**src/rtl/urng_pkg.sv**
```systemverilog
// Shared constants for the combined five-component Tausworthe generator
// (lfsr258): per-component shift/mask parameters, minimum seeds, default seeds.
package urng_pkg;

  localparam int unsigned N_COMP = 5;

  // Component parameters, indexed 1..5: shift-a (q), shift-b (k-s), mask, shift-c (s).
  localparam int unsigned TAUS_Q  [1:5] = '{1, 24, 3, 5, 3};
  localparam int unsigned TAUS_KS [1:5] = '{53, 50, 23, 24, 33};
  localparam int unsigned TAUS_S  [1:5] = '{10, 5, 29, 23, 8};
  localparam logic [63:0] TAUS_MASK [1:5] = '{
    64'hFFFF_FFFF_FFFF_FFFE,
    64'hFFFF_FFFF_FFFF_FE00,
    64'hFFFF_FFFF_FFFF_F000,
    64'hFFFF_FFFF_FFFE_0000,
    64'hFFFF_FFFF_FF80_0000
  };

  // A seed must be strictly greater than its minimum, or the component can lock at zero.
  localparam logic [63:0] SEED1_MIN = 64'd1;
  localparam logic [63:0] SEED2_MIN = 64'd511;
  localparam logic [63:0] SEED3_MIN = 64'd4095;
  localparam logic [63:0] SEED4_MIN = 64'd131071;
  localparam logic [63:0] SEED5_MIN = 64'd8388607;

  localparam logic [63:0] DEF_SEED1 = 64'd123456789;
  localparam logic [63:0] DEF_SEED2 = 64'd362436069;
  localparam logic [63:0] DEF_SEED3 = 64'd521288629;
  localparam logic [63:0] DEF_SEED4 = 64'd88675123;
  localparam logic [63:0] DEF_SEED5 = 64'd5783321;

  // The default SEED5 is below its minimum; it is silently swapped for this value.
  localparam logic [63:0] SEED5_SUB = 64'd987654321;

  // Effective SEED5 after the documented default substitution.
  function automatic logic [63:0] fix_seed5(input logic [63:0] s);
    if (s <= SEED5_MIN && s == DEF_SEED5) begin
      return SEED5_SUB;
    end
    return s;
  endfunction

endpackage

```
**src/rtl/taus_step.sv**
```systemverilog
// One combinational step of a single Tausworthe component.
module taus_step
  import urng_pkg::*;
#(
  parameter int unsigned Q    = 1,
  parameter int unsigned KS   = 53,
  parameter int unsigned S    = 10,
  parameter logic [63:0] MASK = 64'hFFFF_FFFF_FFFF_FFFE
) (
  input  logic [63:0] z,
  output logic [63:0] z_next
);

  logic [63:0] feedback;

  // Feedback bits shifted down, merged with the masked state shifted up.
  always_comb begin
    feedback = ((z << Q) ^ z) >> KS;
    z_next   = ((z & MASK) << S) ^ feedback;
  end

endmodule

```
**src/rtl/urng64.sv**
```systemverilog
// 64-bit uniform random number generator (L'Ecuyer lfsr258).
// One new word per enabled clock; valid flags the cycle after each step.
module urng64
  import urng_pkg::*;
#(
  parameter logic [63:0] SEED1 = DEF_SEED1,
  parameter logic [63:0] SEED2 = DEF_SEED2,
  parameter logic [63:0] SEED3 = DEF_SEED3,
  parameter logic [63:0] SEED4 = DEF_SEED4,
  parameter logic [63:0] SEED5 = DEF_SEED5
) (
  input  logic        clk,
  input  logic        rstn,
  input  logic        en,
  output logic [63:0] data_out,
  output logic        valid
);

  localparam logic [63:0] SEED5_EFF = fix_seed5(SEED5);
  localparam logic [63:0] SEEDS [1:5] = '{SEED1, SEED2, SEED3, SEED4, SEED5_EFF};

  // Illegal seeds are rejected at elaboration.
  if (SEED1 <= SEED1_MIN) begin : g_bad_seed1
    $fatal(1, "urng64: SEED1 must be greater than 1");
  end
  if (SEED2 <= SEED2_MIN) begin : g_bad_seed2
    $fatal(1, "urng64: SEED2 must be greater than 511");
  end
  if (SEED3 <= SEED3_MIN) begin : g_bad_seed3
    $fatal(1, "urng64: SEED3 must be greater than 4095");
  end
  if (SEED4 <= SEED4_MIN) begin : g_bad_seed4
    $fatal(1, "urng64: SEED4 must be greater than 131071");
  end
  if (SEED5_EFF <= SEED5_MIN) begin : g_bad_seed5
    $fatal(1, "urng64: SEED5 must be greater than 8388607");
  end

  logic [63:0] z      [1:5];
  logic [63:0] z_next [1:5];
  logic [63:0] word_next;

  for (genvar g = 1; g <= 5; g++) begin : g_comp
    taus_step #(
      .Q    (TAUS_Q[g]),
      .KS   (TAUS_KS[g]),
      .S    (TAUS_S[g]),
      .MASK (TAUS_MASK[g])
    ) u_step (
      .z      (z[g]),
      .z_next (z_next[g])
    );
  end

  // Output word is the XOR of all five updated component states.
  always_comb begin
    word_next = '0;
    for (int unsigned i = 1; i <= N_COMP; i++) begin
      word_next = word_next ^ z_next[i];
    end
  end

  // State, output and valid registers; reset overrides enable.
  always_ff @(posedge clk) begin
    if (rstn) begin
      for (int unsigned i = 1; i <= N_COMP; i++) begin
        z[i] <= SEEDS[i];
      end
      data_out <= '0;
      valid    <= 1'b0;
    end else if (en) begin
      for (int unsigned i = 1; i <= N_COMP; i++) begin
        z[i] <= z_next[i];
      end
      data_out <= word_next;
      valid    <= 1'b1;
    end else begin
      valid <= 1'b0;
    end
  end

endmodule

```
**config.mk**
```make
export PLATFORM = sky130hd
export DESIGN_NAME = urng64
export DESIGN_NICKNAME = d
export VERILOG_FILES = /design/src/rtl/urng_pkg.sv /design/src/rtl/taus_step.sv /design/src/rtl/urng64.sv
export SDC_FILE = /design/constraint.sdc
export NUM_CORES = 1
export LEC_CHECK = 0
export CORE_MARGIN = 10
export CORE_UTILIZATION = 55
export DETAILED_ROUTE_END_ITERATION = 8
export DONT_BUFFER_PORTS = 1
export PLACE_DENSITY = 0.68
export RECOVER_POWER = 100
export SYNTH_ARGS = -nofsm -noshare
export SYNTH_HDL_FRONTEND = slang
export SYNTH_HIERARCHICAL = 1
export SYNTH_SLANG_ARGS = --single-unit
```
**constraint.sdc**
```tcl
create_clock -name clk -period 9.63 [get_ports clk]
set_input_delay 0.963 -clock clk [delete_from_list [all_inputs] [get_ports clk]]
set_output_delay 0.963 -clock clk [all_outputs]
set_load 0.1 [all_outputs]
```
### Word-level counts from Yosys, hierarchy flattened

Memories as Yosys holds them, arrays and structs flattened.
Index checks and enable logic that the tools add are counted.

| storage, ports and cells | value |
|---|---|
| flip-flop bits (word level) | 65 |
| bits in writable memories | 320 |
| output and inout bits | 65 |
| word-level logic and storage cells | 32 |
| memories | 1 |

Memories:

| name | words | width | rd ports | clocked after Yosys merged registers in | wr ports | RTL line | source |
|---|---|---|---|---|---|---|---|
| z | 5 | 64 | 5 | 0 | 5 | urng64.sv:39 | `logic [63:0] z [1:5];` |

| operators by class | value |
|---|---|
| multiplexer cells | 10 |
| bitwise gates (word level) | 19 |

Operator list:

| operator | count |
|---|---|
| bitwise XOR 64 bit | 9 |
| two-way mux 64 bit | 5 |
| bitwise XOR 64 x 11 -> 64 bit | 1 |
| bitwise XOR 64 x 14 -> 64 bit | 1 |
| bitwise XOR 64 x 31 -> 64 bit | 1 |
| bitwise XOR 64 x 40 -> 64 bit | 1 |
| bitwise XOR 64 x 41 -> 64 bit | 1 |
| two-way mux 1 bit | 5 |
| OR 1 bit | 5 |

### Longest topological paths before layout

An unclocked memory read counts as a cell.

| logic depth | value |
|---|---|
| depth in word-level cells | 7 |
| depth in mapped cells | 5 |

### Hierarchy

Netlist, hierarchy kept.

Modules (own cells, without submodules):

| module | times used | cells an instance | area an instance (um^2) | seq. area each (um^2) |
|---|---|---|---|---|
| urng64 | 1 | 1014 | 16373.2 | 10910.5 |
| taus_step (g_comp[3].u_step) | 1 | 64 | 531.8 | 0.0 |
| taus_step (g_comp[4].u_step) | 1 | 64 | 530.5 | 0.0 |
| taus_step (g_comp[5].u_step) | 1 | 64 | 519.2 | 0.0 |
| taus_step (g_comp[2].u_step) | 1 | 64 | 498.0 | 0.0 |
| taus_step (g_comp[1].u_step) | 1 | 64 | 494.2 | 0.0 |

### Least setup slack after synthesis

No wires, ideal clock.

| timing | value |
|---|---|
| path type | input -> register |
| from | input port en |
| to | register z[0][0] (netlist name) |
| arrival time | 7.508 ns |
| required time | 8.960 ns |
| setup slack | 1.451 ns |
| stages on the path | 4 |
| buffers on the path | 2 |
| path through | nor2_1 -> buf_2 -> buf_2 -> inv_1 |

RTL lines:

| item | RTL line | source |
|---|---|---|
| from (decl) | urng64.sv:14 | `input logic en,` |

==> impl_metrics.csv <==
group,metric,value,unit
outcome,status,"complete, but fails checks",
outcome,violations,"max-capacitance violations, max-slew violations",
clocking,clockRootBuffer,"clkbuf_16",
floorplanning,rows,63,
sta,clock_skew,0.0314,ns
sta,hold_viol_final,0,
placement,pre_cts_slack,5.92,ns
detailed_routing,post_drt_wl_per_cell,26.0,um
detailed_routing,initialDrtViolationCount,775,
clocking,cts_buffer_depth,3,
sta,relSlewSlack,-113,%
sta,maxSlewViolCount,201,
floorplanning,dieArea,37700,um2
clocking,path_clk_slew,0.06,ns
power,p_per_area,246,nW/um2
yosys,syn_nets,1213,
final_layout,antennaDiodeCount,0,
clocking,cts_setup_buffers,0,
placement,port_buffers,0,
detailed_routing,drt_wl_total,37400,um
final_layout,fin_nets,1024,
floorplanning,die_h,194,um
critical_path,crit_chain,"nor2b_1 > clkbuf_1 > nand2b_1",
critical_path,critPathTopFamily,"simple AND/OR/NAND/NOR gates",
clocking,cts_buffers,36,
grt,antenna_found_initial,0,
sta,worstMarginPinSlew,3.19,ns
critical_path,cp_num_buf_inv,1,
critical_path,crit_type,"in2reg",
power,vdd.ir_drop.worst,0.201,mV
grt,grt_first_pass_wirelength,53500,um
sta,period_minus_slack,5.79,ns
floorplanning,start_util,56.0,%
grt,grt_pass1_vias,7609,
clocking,insertion_delay,0.53,ns
yosys,synth_area,16700,um2
power,p_leak,0.00698,uW
final_layout,syn2layout_area_growth,0.00740,%
critical_path,critPathMaxStageDelay,2.36,ns
yosys,yosysWarnings,6,
yosys,synthCells,1210,
sta,grt_setup_unrepaired,"no",
grt,grt_start_max_net_pins,117,
sta,timing.fmax,0.173,GHz
final_layout,final_common_cell,"edfxtp_1",
clocking,cts-resized-gates,0,
floorplanning,die_x,194,um
critical_path,critical_path_arrival,5.88,ns
flow_run,max_cap_violations,3,
critical_path,cp_max_fo,90,
hold_path,min_path_type,"reg2reg",
clocking,hold_buffers,0,
detailed_routing,drc,0,
sta,setup_tns,0,ns
critical_path,critPathSlowestCell,"clkbuf_1",
floorplanning,ios,68,
clocking,h-tree-depth,2,
detailed_routing,detail-route-antenna-nets,0,
clocking,cts_tree,"built",
sta,fin_crit_sh,60.2,%
final_layout,num-fill-cells,2406,
placement,hpwlAfterDp,27400,um
yosys,synth.avg_cell_area,13.8,um2
sta,worst_slack,3.84,ns
critical_path,worstSetupEndpointType,"flip-flop",
detailed_routing,vias_per_cell,5.38,
grt,grt_use_total,19.3,%
critical_path,worstPathRequired,9.71,ns
detailed_routing,vias,7740,
floorplanning,core,29800,um2
critical_path,worstSetupStartpointType,"primary input",
sta,setup-violations-final,0,
placement,globalplace.congestion,0.856,
clocking,clock_sinks,323,
grt,grt-ovfl-total,0,
detailed_routing,firstDrtPassIters,5,
final_layout,final_layout_size_suffix_gt1_share,6.10,%
final_layout,layout_common_cells,"258 x edfxtp_1, 201 x xor2_1, 119 x and2_1",
layer usage:
layer | up-vias | routed length [um] | global-route usage, %
met5 | - | 0 | 0
met4 | 0 | 884 | 5.42
met3 | 46 | 1910 | 2.97
met2 | 223 | 18900 | 32.9
met1 | 3950 | 15600 | 25.0
li1 | 3521 | - | -
layout make-up:
| class | instances | area [um2] | share of cell area, % |
|---|---|---|---|
| inverters | 1 | 11.3 | 0.0674 |
| flip-flops and latches | 323 | 9050 | 54.2 |
| repair buffers | 6 | 37.5 | 0.225 |
| well taps | 390 | 488 | 2.92 |
| multi-input cells | 653 | 5950 | 35.6 |
| clock buffers | 51 | 1080 | 6.46 |
| clock inverters | 15 | 87.6 | 0.525 |
power by group:
| part | internal, uW | total, uW | leakage, uW | switching [uW] |
|---|---|---|---|---|
| clock | 786 | 1340 | 0.000576 | 559 |
| sequential | 1650 | 2150 | 0.00327 | 506 |
| combinational | 286 | 607 | 0.00313 | 322 |
through the flow:
stage	area [um2]	hold WS [ns]	instances	total power, uW	utilization [%]
3_5_place_dp	15600	0.524	1373	2790	52.2
2_1_floorplan	16700	0.578	1210	2630	-
5_1_grt	16700	0.559	1439	4230	56.0
6_report	16700	0.538	1439	4100	56.0
3_3_place_gp	15600	0.514	1373	2790	52.2
4_1_cts	16700	0.538	1439	4130	56.1
sequential cells by signal, summed over array words and instances, names as in the netlist:
register  flops
z           258
data_out     64
valid         1
path summary, 6_finish.rpt:
kind / startpoint / endpoint / slack (ns) / depth (start not counted)
worst min-delay path: z[0][73] / z[0][78] / 0.54 / 1
worst min register to register: z[0][73] / z[0][78] / 0.54 / 1
worst max-delay path: rstn / z[0][285] / 3.84 / 3
worst max register to register: z[0][103] / data_out[13] / 7.60 / 4
Note: power is estimated with default switching activity, not from simulation.
